File: config.mk
export PLATFORM = sky130hd
export DESIGN_NAME = gen_origin_axis_sched
export DESIGN_NICKNAME = d
export VERILOG_FILES = /design/src/rtl/gen_origin_axis_sched.sv
export SDC_FILE = /design/constraint.sdc
export NUM_CORES = 1
export LEC_CHECK = 0
export BUFFER_PORTS_ARGS = -buffer_cell sky130_fd_sc_hd__clkbuf_2
export CORE_AREA = 2 2 134 136
export CTS_BUF_LIST = sky130_fd_sc_hd__clkbuf_4 sky130_fd_sc_hd__clkbuf_8 sky130_fd_sc_hd__clkbuf_16
export CTS_CLUSTER_SIZE = 30
export DETAILED_ROUTE_END_ITERATION = 6
export DIE_AREA = 0 0 136 138
export GPL_ROUTABILITY_DRIVEN = 0
export PLACE_DENSITY_LB_ADDON = 0.3
export SKIP_LAST_GASP = 1
export SLEW_MARGIN = 25
export SYNTH_ARGS = -nofsm -noshare
export SYNTH_HDL_FRONTEND = slang
export SYNTH_SLANG_ARGS = --single-unit
File: constraint.sdc
create_clock -name clock -period 3 [get_ports clock]
set_clock_uncertainty 0.05 [all_clocks]
set_input_delay 0.6 -clock clock [delete_from_list [all_inputs] [get_ports clock]]
set_output_delay 0.6 -clock clock [all_outputs]
set_load 0.01 [all_outputs]
File: src/rtl/gen_origin_axis_sched.sv
// ---------------------------------------------------------------------------
// gen_origin_axis_sched
//
// Round-robin scheduler sharing one origin-stream generator among NUM
// requesters. A granted request is latched onto the generator command port,
// the generator is launched, its output stream is watched for the final beat,
// and a one-cycle done pulse is returned to the requester that owned the frame.
//
// Parameters
//   NUM  number of requesters (2..16)
//   GAP  idle cycles inserted after each completed frame (0..255)
//
// Ports
//   clock, rst_n        clock and asynchronous active-low reset
//   req_valid/ready     per-requester request, one-hot one-cycle accept pulse
//   req_start/length    per-requester command, slice i = [32*i +: 32]
//   done                one-hot one-cycle frame-complete pulse
//   gen_enable/ready    generator launch handshake
//   gen_start/length    command latched at grant, held until the next grant
//   mon_*               taps of the generator's AXI-Stream output
//   busy                high whenever the scheduler is not idle
//   owner               index of the current / most recent grant
//   err                 sticky watchdog flag
//
// Optional build macro
//   GEN_ORIGIN_SCHED_WDOG_EN  adds a 16-bit watchdog on frames that never end;
//                             without it err is tied low and a frame waits
//                             for its last beat forever.
// ---------------------------------------------------------------------------
module gen_origin_axis_sched #(
  parameter int NUM = 4,
  parameter int GAP = 0
) (
  input  logic                    clock,
  input  logic                    rst_n,
  input  logic [NUM-1:0]          req_valid,
  input  logic [NUM*32-1:0]       req_start,
  input  logic [NUM*32-1:0]       req_length,
  output logic [NUM-1:0]          req_ready,
  output logic [NUM-1:0]          done,
  output logic                    gen_enable,
  input  logic                    gen_ready,
  output logic [31:0]             gen_start,
  output logic [31:0]             gen_length,
  input  logic                    mon_tvalid,
  input  logic                    mon_tready,
  input  logic                    mon_tlast,
  input  logic                    mon_aclken,
  output logic                    busy,
  output logic [$clog2(NUM)-1:0]  owner,
  output logic                    err
);

  localparam int IW = $clog2(NUM);
  localparam logic [7:0] GAP_LOAD = (GAP > 0) ? 8'(GAP - 1) : 8'd0;
  localparam logic [NUM-1:0] ONE_HOT0 = {{(NUM-1){1'b0}}, 1'b1};

  typedef enum logic [2:0] {
    S_IDLE,
    S_LAUNCH,
    S_WAIT_LAST,
    S_GAP,
    S_ZERO
  } state_t;

  state_t          r_state;
  logic [IW-1:0]   r_ptr;
  logic [IW-1:0]   r_owner;
  logic [31:0]     r_start;
  logic [31:0]     r_length;
  logic [NUM-1:0]  r_req_ready;
  logic [NUM-1:0]  r_done;
  logic            r_gen_enable;
  logic [7:0]      r_gap_cnt;

  logic            w_found;
  logic [IW-1:0]   w_grant;
  logic [IW-1:0]   w_cand;
  logic [31:0]     w_sel_start;
  logic [31:0]     w_sel_len;
  logic            w_last_beat;
  logic            w_wdog_fire;

  // Search for the first pending request strictly after the last grant,
  // wrapping around, so every requester gets a turn within NUM frames.
  always_comb begin
    w_found = 1'b0;
    w_grant = '0;
    w_cand  = '0;
    for (int off = 1; off <= NUM; off++) begin
      w_cand = IW'((int'(r_ptr) + off) % NUM);
      if (!w_found && req_valid[w_cand]) begin
        w_found = 1'b1;
        w_grant = w_cand;
      end
    end
  end

  // Command slice of the requester that would win this cycle.
  always_comb begin
    w_sel_start = req_start[32*int'(w_grant) +: 32];
    w_sel_len   = req_length[32*int'(w_grant) +: 32];
  end

  // A frame ends only on a real handshake of the tlast beat; beats with
  // aclken low do not count.
  assign w_last_beat = mon_tvalid && mon_tready && mon_tlast && mon_aclken;

`ifdef GEN_ORIGIN_SCHED_WDOG_EN
  logic [15:0] r_wdog;
  logic        r_err;
  logic        w_xfer;

  // Any accepted beat counts as progress and restarts the watchdog.
  assign w_xfer      = mon_tvalid && mon_tready;
  assign w_wdog_fire = (r_state == S_WAIT_LAST) && !w_last_beat && !w_xfer &&
                       (r_wdog == 16'hFFFF);

  // Watchdog counts stalled WAIT_LAST cycles; it sits at zero in every other
  // state so entering WAIT_LAST always starts from a clean count.
  always_ff @(posedge clock or negedge rst_n) begin
    if (!rst_n) begin
      r_wdog <= '0;
      r_err  <= 1'b0;
    end else begin
      if ((r_state != S_WAIT_LAST) || w_xfer) begin
        r_wdog <= '0;
      end else begin
        r_wdog <= r_wdog + 16'd1;
      end
      if (w_wdog_fire) begin
        r_err <= 1'b1;
      end
    end
  end

  assign err = r_err;
`else
  assign w_wdog_fire = 1'b0;
  assign err         = 1'b0;
`endif

  // Main scheduler FSM. req_ready and done are single-cycle pulses, so they
  // are cleared every cycle and only set on the edge that produces them.
  always_ff @(posedge clock or negedge rst_n) begin
    if (!rst_n) begin
      r_state      <= S_IDLE;
      r_ptr        <= IW'(NUM - 1);
      r_owner      <= '0;
      r_start      <= '0;
      r_length     <= '0;
      r_req_ready  <= '0;
      r_done       <= '0;
      r_gen_enable <= 1'b0;
      r_gap_cnt    <= '0;
    end else begin
      r_req_ready <= '0;
      r_done      <= '0;
      case (r_state)
        S_IDLE: begin
          if (w_found) begin
            r_ptr       <= w_grant;
            r_owner     <= w_grant;
            r_start     <= w_sel_start;
            r_length    <= w_sel_len;
            r_req_ready <= ONE_HOT0 << w_grant;
            // Empty frames never touch the generator.
            if (w_sel_len == 32'd0) begin
              r_state <= S_ZERO;
            end else begin
              r_gen_enable <= 1'b1;
              r_state      <= S_LAUNCH;
            end
          end
        end
        S_LAUNCH: begin
          if (r_gen_enable && gen_ready) begin
            r_gen_enable <= 1'b0;
            r_state      <= S_WAIT_LAST;
          end
        end
        S_WAIT_LAST: begin
          if (w_last_beat || w_wdog_fire) begin
            r_done <= ONE_HOT0 << r_owner;
            if (GAP > 0) begin
              r_gap_cnt <= GAP_LOAD;
              r_state   <= S_GAP;
            end else begin
              r_state <= S_IDLE;
            end
          end
        end
        S_GAP: begin
          if (r_gap_cnt == 8'd0) begin
            r_state <= S_IDLE;
          end else begin
            r_gap_cnt <= r_gap_cnt - 8'd1;
          end
        end
        S_ZERO: begin
          r_done  <= ONE_HOT0 << r_owner;
          r_state <= S_IDLE;
        end
        default: begin
          r_state <= S_IDLE;
        end
      endcase
    end
  end

  assign req_ready  = r_req_ready;
  assign done       = r_done;
  assign gen_enable = r_gen_enable;
  assign gen_start  = r_start;
  assign gen_length = r_length;
  assign owner      = r_owner;
  assign busy       = (r_state != S_IDLE);

endmodule

==> impl_metrics.tcl, run 1 <==
set metrics [dict create \
    synthArstFlopShare_pct 100 \
    antennaDiodeCount 0 \
    insertion_delay_ps 350 \
    clockPowerShare_pct 14.1 \
    clkSlewWorstSetupHoldPaths_ps 80 \
    setup_viol 0 \
    power.leakage_nw 4.85 \
    ys_warn_count 0 \
    synthTopCellsByCount "nand2_1, nand3_1, dfrtp_1" \
    syn_nets 1097 \
    peakVddDrop_mv 0.354 \
    cp.arrival_ps 3080 \
    wl_per_cell_um 16.2 \
    yosys.cell_types.count 43 \
    slew_headroom_pct 59.2 \
    hold_buffers 0 \
    start_util_pct 34.7 \
    hold_viol 0 \
    hp-class "input port to asynchronous set/reset pin" \
    clock-root-buffer "clkbuf_16" \
    fp.dieW_um 136 \
    slowest_stage "dfstp_2" \
    clock_path_buffers 2 \
    critPathMaxFanout 22 \
    synthDominantCellAreaShare_pct 35.4 \
    seqPwrFrac_pct 25.3 \
    max_stage_delay_ps 570 \
    layout.nets 1423 \
    place.port_buffers 342 \
    max_freq_mhz 345 \
    required_ps 3180 \
    intPower_w 0.00435 \
    synth_edf_count 0 \
    min_period_over_period_pct 96.7 \
    firstDrtPassIters 5 \
    cts_made_buffers 9 \
    drt_iter0_markers 572 \
    cts_tree "yes" \
    grt_pass1_wl_um 34500 \
    syn_area_um2 6080 \
    syn_area_per_cell_um2 7.35 \
    power_density_nw_per_um2 912 \
    dp_hpwl_um 16900 \
    report.final.slew_viol_count 0 \
    worst_pin_slew_ps 611 \
    via_count 7332 \
    antenna_found_initial 0 \
    die_area_um2 18800 \
    fp.dieH_um 138 \
    io_pins 344 \
    cp_num_buf_inv 1 \
    maxCapViolCount 0 \
    hold_slack_ps 201 \
    grt_overflow_total 0 \
    ant_nets 0 \
    period_minus_slack_ps 2900 \
    core-area_um2 17500 \
    yosysMostFrequentCell "nand2_1" \
    vias_per_cell 5.28 \
    total_power_w 0.00809 \
    grt_max_degree 49 \
    clock-sinks 88 \
    rr_startpoint "r_ptr[0]" \
    ys.flop_type "dfrtp_1" \
    run_status "complete, no violations" \
    path_cells "and2b_4 -> o21ai_4 -> buf_12 -> a31oi_1 -> o32ai_2 -> o2111ai_1 -> nor4_2 -> a21oi_2 -> or3_1" \
    final_layout_size_suffix_gt1_share_pct 39.4 \
    synthTopCellsByArea "dfrtp_1, nand2_1, nand3_1, a31oi_1, a41o_1" \
    track_usage_pct 23.0 \
    rows 49 \
    swShare_pct 46.2 \
    start_kind "flip-flop" \
    path_class "flip-flop to flip-flop" \
    syn_to_final_growth_pct 45.8 \
    routed_wl_um 22500 \
    crit_family "compound AO/OA/AOI/OAI gates" \
    syn_inst 828 \
    combinationalPowerShare_pct 60.5 \
    ys_seq_area_share_pct 36.2 \
    drc 0 \
    synth_seq_cells 88 \
    htreeDepth 3 \
    synth_largest_area_cell "dfrtp_1" \
    cp-startpoint "r_ptr[0]" \
    switching_power_w 0.00373 \
    crit_path_end_kind "flip-flop" \
    first_global_vias 6582 \
]
## sequential cells by signal (all words and copies together), names as in the netlist
register,flops
gen_start,32
r_gap_cnt,8
gen_enable,1
gen_length,32
done,4
req_ready,4
r_ptr,2
r_state,3
owner,2
## power groups by stage
stage	combinational (W)	sequential [W]	clock [W]
CTS	0.00464	0.00205	0.00117
detailed placement	0.00461	0.00206	0
global placement	0.00458	0.00205	0
finish	0.00489	0.00205	0.00114
floorplan	0.00263	0.00221	0
global route	0.00542	0.00211	0.00123
## metal layers
metal | GRT usage [%] | part of all wire (%) | vias up
met4 | 8.77 | 2.9 | 0
met1 | 30.1 | 41 | 3333
met3 | 3.45 | 7.4 | 47
met5 | 0 | 0 | -
met2 | 38.3 | 49 | 358
li1 | - | - | 3594
## worst paths after layout
path                       cells past startpoint  slack, ps             to
max                                            9        100     r_state[0]
min                                            1        200   gen_start[7]
max reg2reg                                    9        100     r_state[0]
min reg2reg                                    2        430  gen_start[22]
max in group asynchronous                      2       1980       r_ptr[1]
min in group clock                             2        430  gen_start[22]
## stage by stage
step	setup slack, ps	utilization (%)	cell area (um2)	cells	setup TNS, ps
after detailed placement	-136	47.3	8300	1368	-237
after global placement	-138	47.3	8300	1368	-239
after CTS	2.37	49.1	8620	1384	0
after global routing	-15.2	50.6	8870	1388	-15.2
final	98.9	50.6	8870	1388	0
after floorplan	346	-	6080	828	0
## repair_timing
action,in CTS,in global routing
setup endpoints to repair,1,2
pin swaps,0,2
cloned,0,2
endpoints found under the hold margin,0,0
resized for setup,3,28
buffers inserted,0,2
## cell type report
class,count,area [um2]
clock buffers,9,225
clock inverters,7,75.1
fillers,1776,8660
inverters,61,229
multi-input cells,595,3520
flip-flops and latches,88,2200
well taps,229,287
repair buffers,399,2330
## logic make-up after synthesis
| logic type | count (synthesis) | synth area share, % |
|---|---|---|
| AO/OA/AOI/OAI | 183 | 21.9 |
| multiplexers | 1 | 0.165 |
| flip-flops | 88 | 36.2 |
| XOR/XNOR | 7 | 1.01 |
| other | 1 | 0.0617 |
| adder cells (fa/ha/maj) | 2 | 0.411 |
| buffers and inverters | 145 | 9.83 |
| AND/OR/NAND/NOR | 401 | 30.4 |
## cell usage in the layout, fill, tap and decap left out, types with 3 or more instances in the layout
master and count:
buf_4 43, clkbuf_16 11, nand2_1 237, o32ai_1 4, o32ai_2 22, o21ai_0 29, and3_1 5, o31ai_1 6
nor2_1 11, a31oi_1 59, inv_8 3, inv_1 61, nor3_1 3, xnor2_1 5, a21oi_1 10, nand4_1 3
nor4_1 3, clkbuf_2 341, dfrtp_1 86, a41o_1 32, o2111ai_1 4, nand3_1 99, a211oi_1 4, and4_1 26
buf_12 12
## worst register-to-register path, cell delays in order (launching register included)
cell and delay (ps):
dfstp_2 570, and2b_4 210, o21ai_4 310, buf_12 200
a31oi_1 120, o32ai_2 320, o2111ai_1 180, nor4_2 400
a21oi_2 110, or3_1 310
Power figures use the tool's default switching activity.
==> inputs of run 2 (changes only) <==
CORE_AREA = 5 5 130 132   (was 2 2 134 136)
DIE_AREA = 0 0 135 137   (was 0 0 136 138)
clock period = 2.82 ns   (was 3 ns; I/O delays follow)
==> run 2 against run 1 <==
  * Fmax grew 4.4%
  * Critical path type unchanged
  * Register-to-register slack worse by 60 ps
  * Final cell count rose by 0.72%
  * Global-route usage grew 2.0 points
  * Critical endpoint unchanged
  * Clock-buffer cell count unchanged
  * Largest power group unchanged
  * Via count increased by 2.1%
  * Cell area is 5.0% higher
  * Largest cell class unchanged
==> impl_metrics.tcl, run 2 (same netlist as run 1, synthesis figures left out) <==
set metrics [dict create \
    run_status "complete, no violations" \
    clockPowerShare_pct 12.5 \
    fp.dieW_um 135 \
    top_layer "met4" \
    place_ws_ps -374 \
    critPathMaxFanout 22 \
    cts_tree "yes" \
    insertion_delay_ps 340 \
    grt_overflow_total 0 \
    switching_power_w 0.00418 \
    path_class "flip-flop to flip-flop" \
    ant_nets 0 \
    max_stage_delay_ps 600 \
    hold_slack_ps 134 \
    setup_slack_ps 40.5 \
    min_period_over_period_pct 98.6 \
    start_util_pct 39.0 \
    required_ps 2990 \
    wl_met2_um 11900 \
    hold_viol 0 \
    final_cell_area_um2 9320 \
    route.met3.wl_um 2030 \
    clkSlewWorstSetupHoldPaths_ps 70 \
    rows 46 \
    clock-sinks 88 \
    swShare_pct 45.8 \
    routedLengthMet1_um 9830 \
    grt_pass1_wl_um 36600 \
    final_layout_size_suffix_gt1_share_pct 41.8 \
    die_area_um2 18500 \
    r2r-end "r_state[0]" \
    syn_to_final_growth_pct 53.2 \
    drt_iter0_markers 586 \
    power.leakage_nw 5.05 \
    ff2ff_setup_slack_ps 40 \
    place.port_buffers 342 \
    combinationalPowerShare_pct 63.6 \
    htreeDepth 3 \
    seqPwrFrac_pct 23.8 \
    rr_startpoint "r_ptr[1]" \
    via_count 7486 \
    dp_hpwl_um 18300 \
    slew_headroom_pct 57.2 \
    cts_made_buffers 9 \
    path_cells "or3b_1 -> o211ai_1 -> buf_12 -> o32ai_2 -> o2111ai_2 -> nor4_4 -> a21oi_2 -> or3_1" \
    slowest_stage "dfstp_2" \
    fp.dieH_um 137 \
    worst_pin_slew_ps 642 \
    maxCapViolCount 0 \
    first_global_vias 7052 \
    setup_viol 0 \
    period_minus_slack_ps 2780 \
    crit_family "compound AO/OA/AOI/OAI gates" \
    final_common_cell "clkbuf_2" \
    fillCellCount 1480 \
    crit_path_end_kind "flip-flop" \
    report.final.slew_viol_count 0 \
    hp-class "input port to asynchronous set/reset pin" \
    max_freq_mhz 360 \
    total_power_w 0.00913 \
    wl_per_cell_um 17.7 \
    grt_max_degree 65 \
    clock_path_buffers 2 \
    layout.nets 1445 \
    drc 0 \
    hold_buffers 0 \
    fin_tns_setup_ps 0 \
    rr_worst_depth 8 \
    most-common-layout-cells "clkbuf_2, nand2_1, nand3_1, dfrtp_1, inv_1" \
    vias_per_cell 5.35 \
    intPower_w 0.00495 \
    power_density_nw_per_um2 980 \
    firstDrtPassIters 5 \
    antenna_found_initial 1 \
    clock-root-buffer "clkbuf_16" \
    start_kind "flip-flop" \
    cp_num_buf_inv 1 \
    cp.arrival_ps 2950 \
    cp.depth 8 \
    io_pins 344 \
    peakVddDrop_mv 0.373 \
    track_usage_pct 25.0 \
    routed_wl_um 24800 \
    rsz0062_at_grt "true" \
    core-area_um2 15600 \
    place_area_um2 8370 \
]
-- run 2: area by class of cell --
type,instances,area [um2],area share [%]
diodes,1,2.50,0.0269
repair buffers,420,2620,28.2
multi-input cells,596,3710,39.8
inverters,61,229,2.46
flip-flops and latches,88,2200,23.7
well taps,216,270,2.90
clock buffers,9,225,2.42
clock inverters,7,53.8,0.577
-- run 2: how the worst max path moves through the flow --
stage	slack, ps	to	startpoint
4_1_cts	6	r_state[0]	r_ptr[0]
3_5_place_dp	-370	r_state[0]	req_valid[3]
5_1_grt	-70	r_state[0]	r_ptr[1]
6_report	40	r_state[0]	r_ptr[1]
2_1_floorplan	200	r_state[0]	req_valid[2]
3_3_place_gp	-310	r_state[0]	req_valid[3]
-- run 2: repair_timing --
action / CTS / global route
pin swaps: 7 / 12
endpoints found under the setup margin: 2 / 2
buffers inserted: 5 / 7
resized for setup: 26 / 42
gates cloned: 4 / 2
-- run 2: per-stage QoR --
stage | util (%) | std cells
after detailed placement | 53.6 | 1363
final | 59.7 | 1398
after CTS | 57.4 | 1388
after floorplan | - | 828
after global placement | 53.6 | 1363
after global routing | 59.7 | 1398
-- run 2: power groups by stage --
| stage | clock [W] | combinational (W) | sequential (W) |
|---|---|---|---|
| after floorplan | 0 | 0.00279 | 0.00235 |
| after global placement | 0 | 0.00493 | 0.00218 |
| after detailed placement | 0 | 0.00501 | 0.00218 |
| after CTS | 0.00117 | 0.00536 | 0.00217 |
| after global routing | 0.00122 | 0.00636 | 0.00223 |
| final | 0.00114 | 0.00581 | 0.00218 |
-- run 2: routing by layer --
metal	global-route usage, %	vias to the layer above
met5	0	-
met4	11.5	0
met2	40.4	375
met3	6.65	63
met1	31.3	3421
li1	-	3627
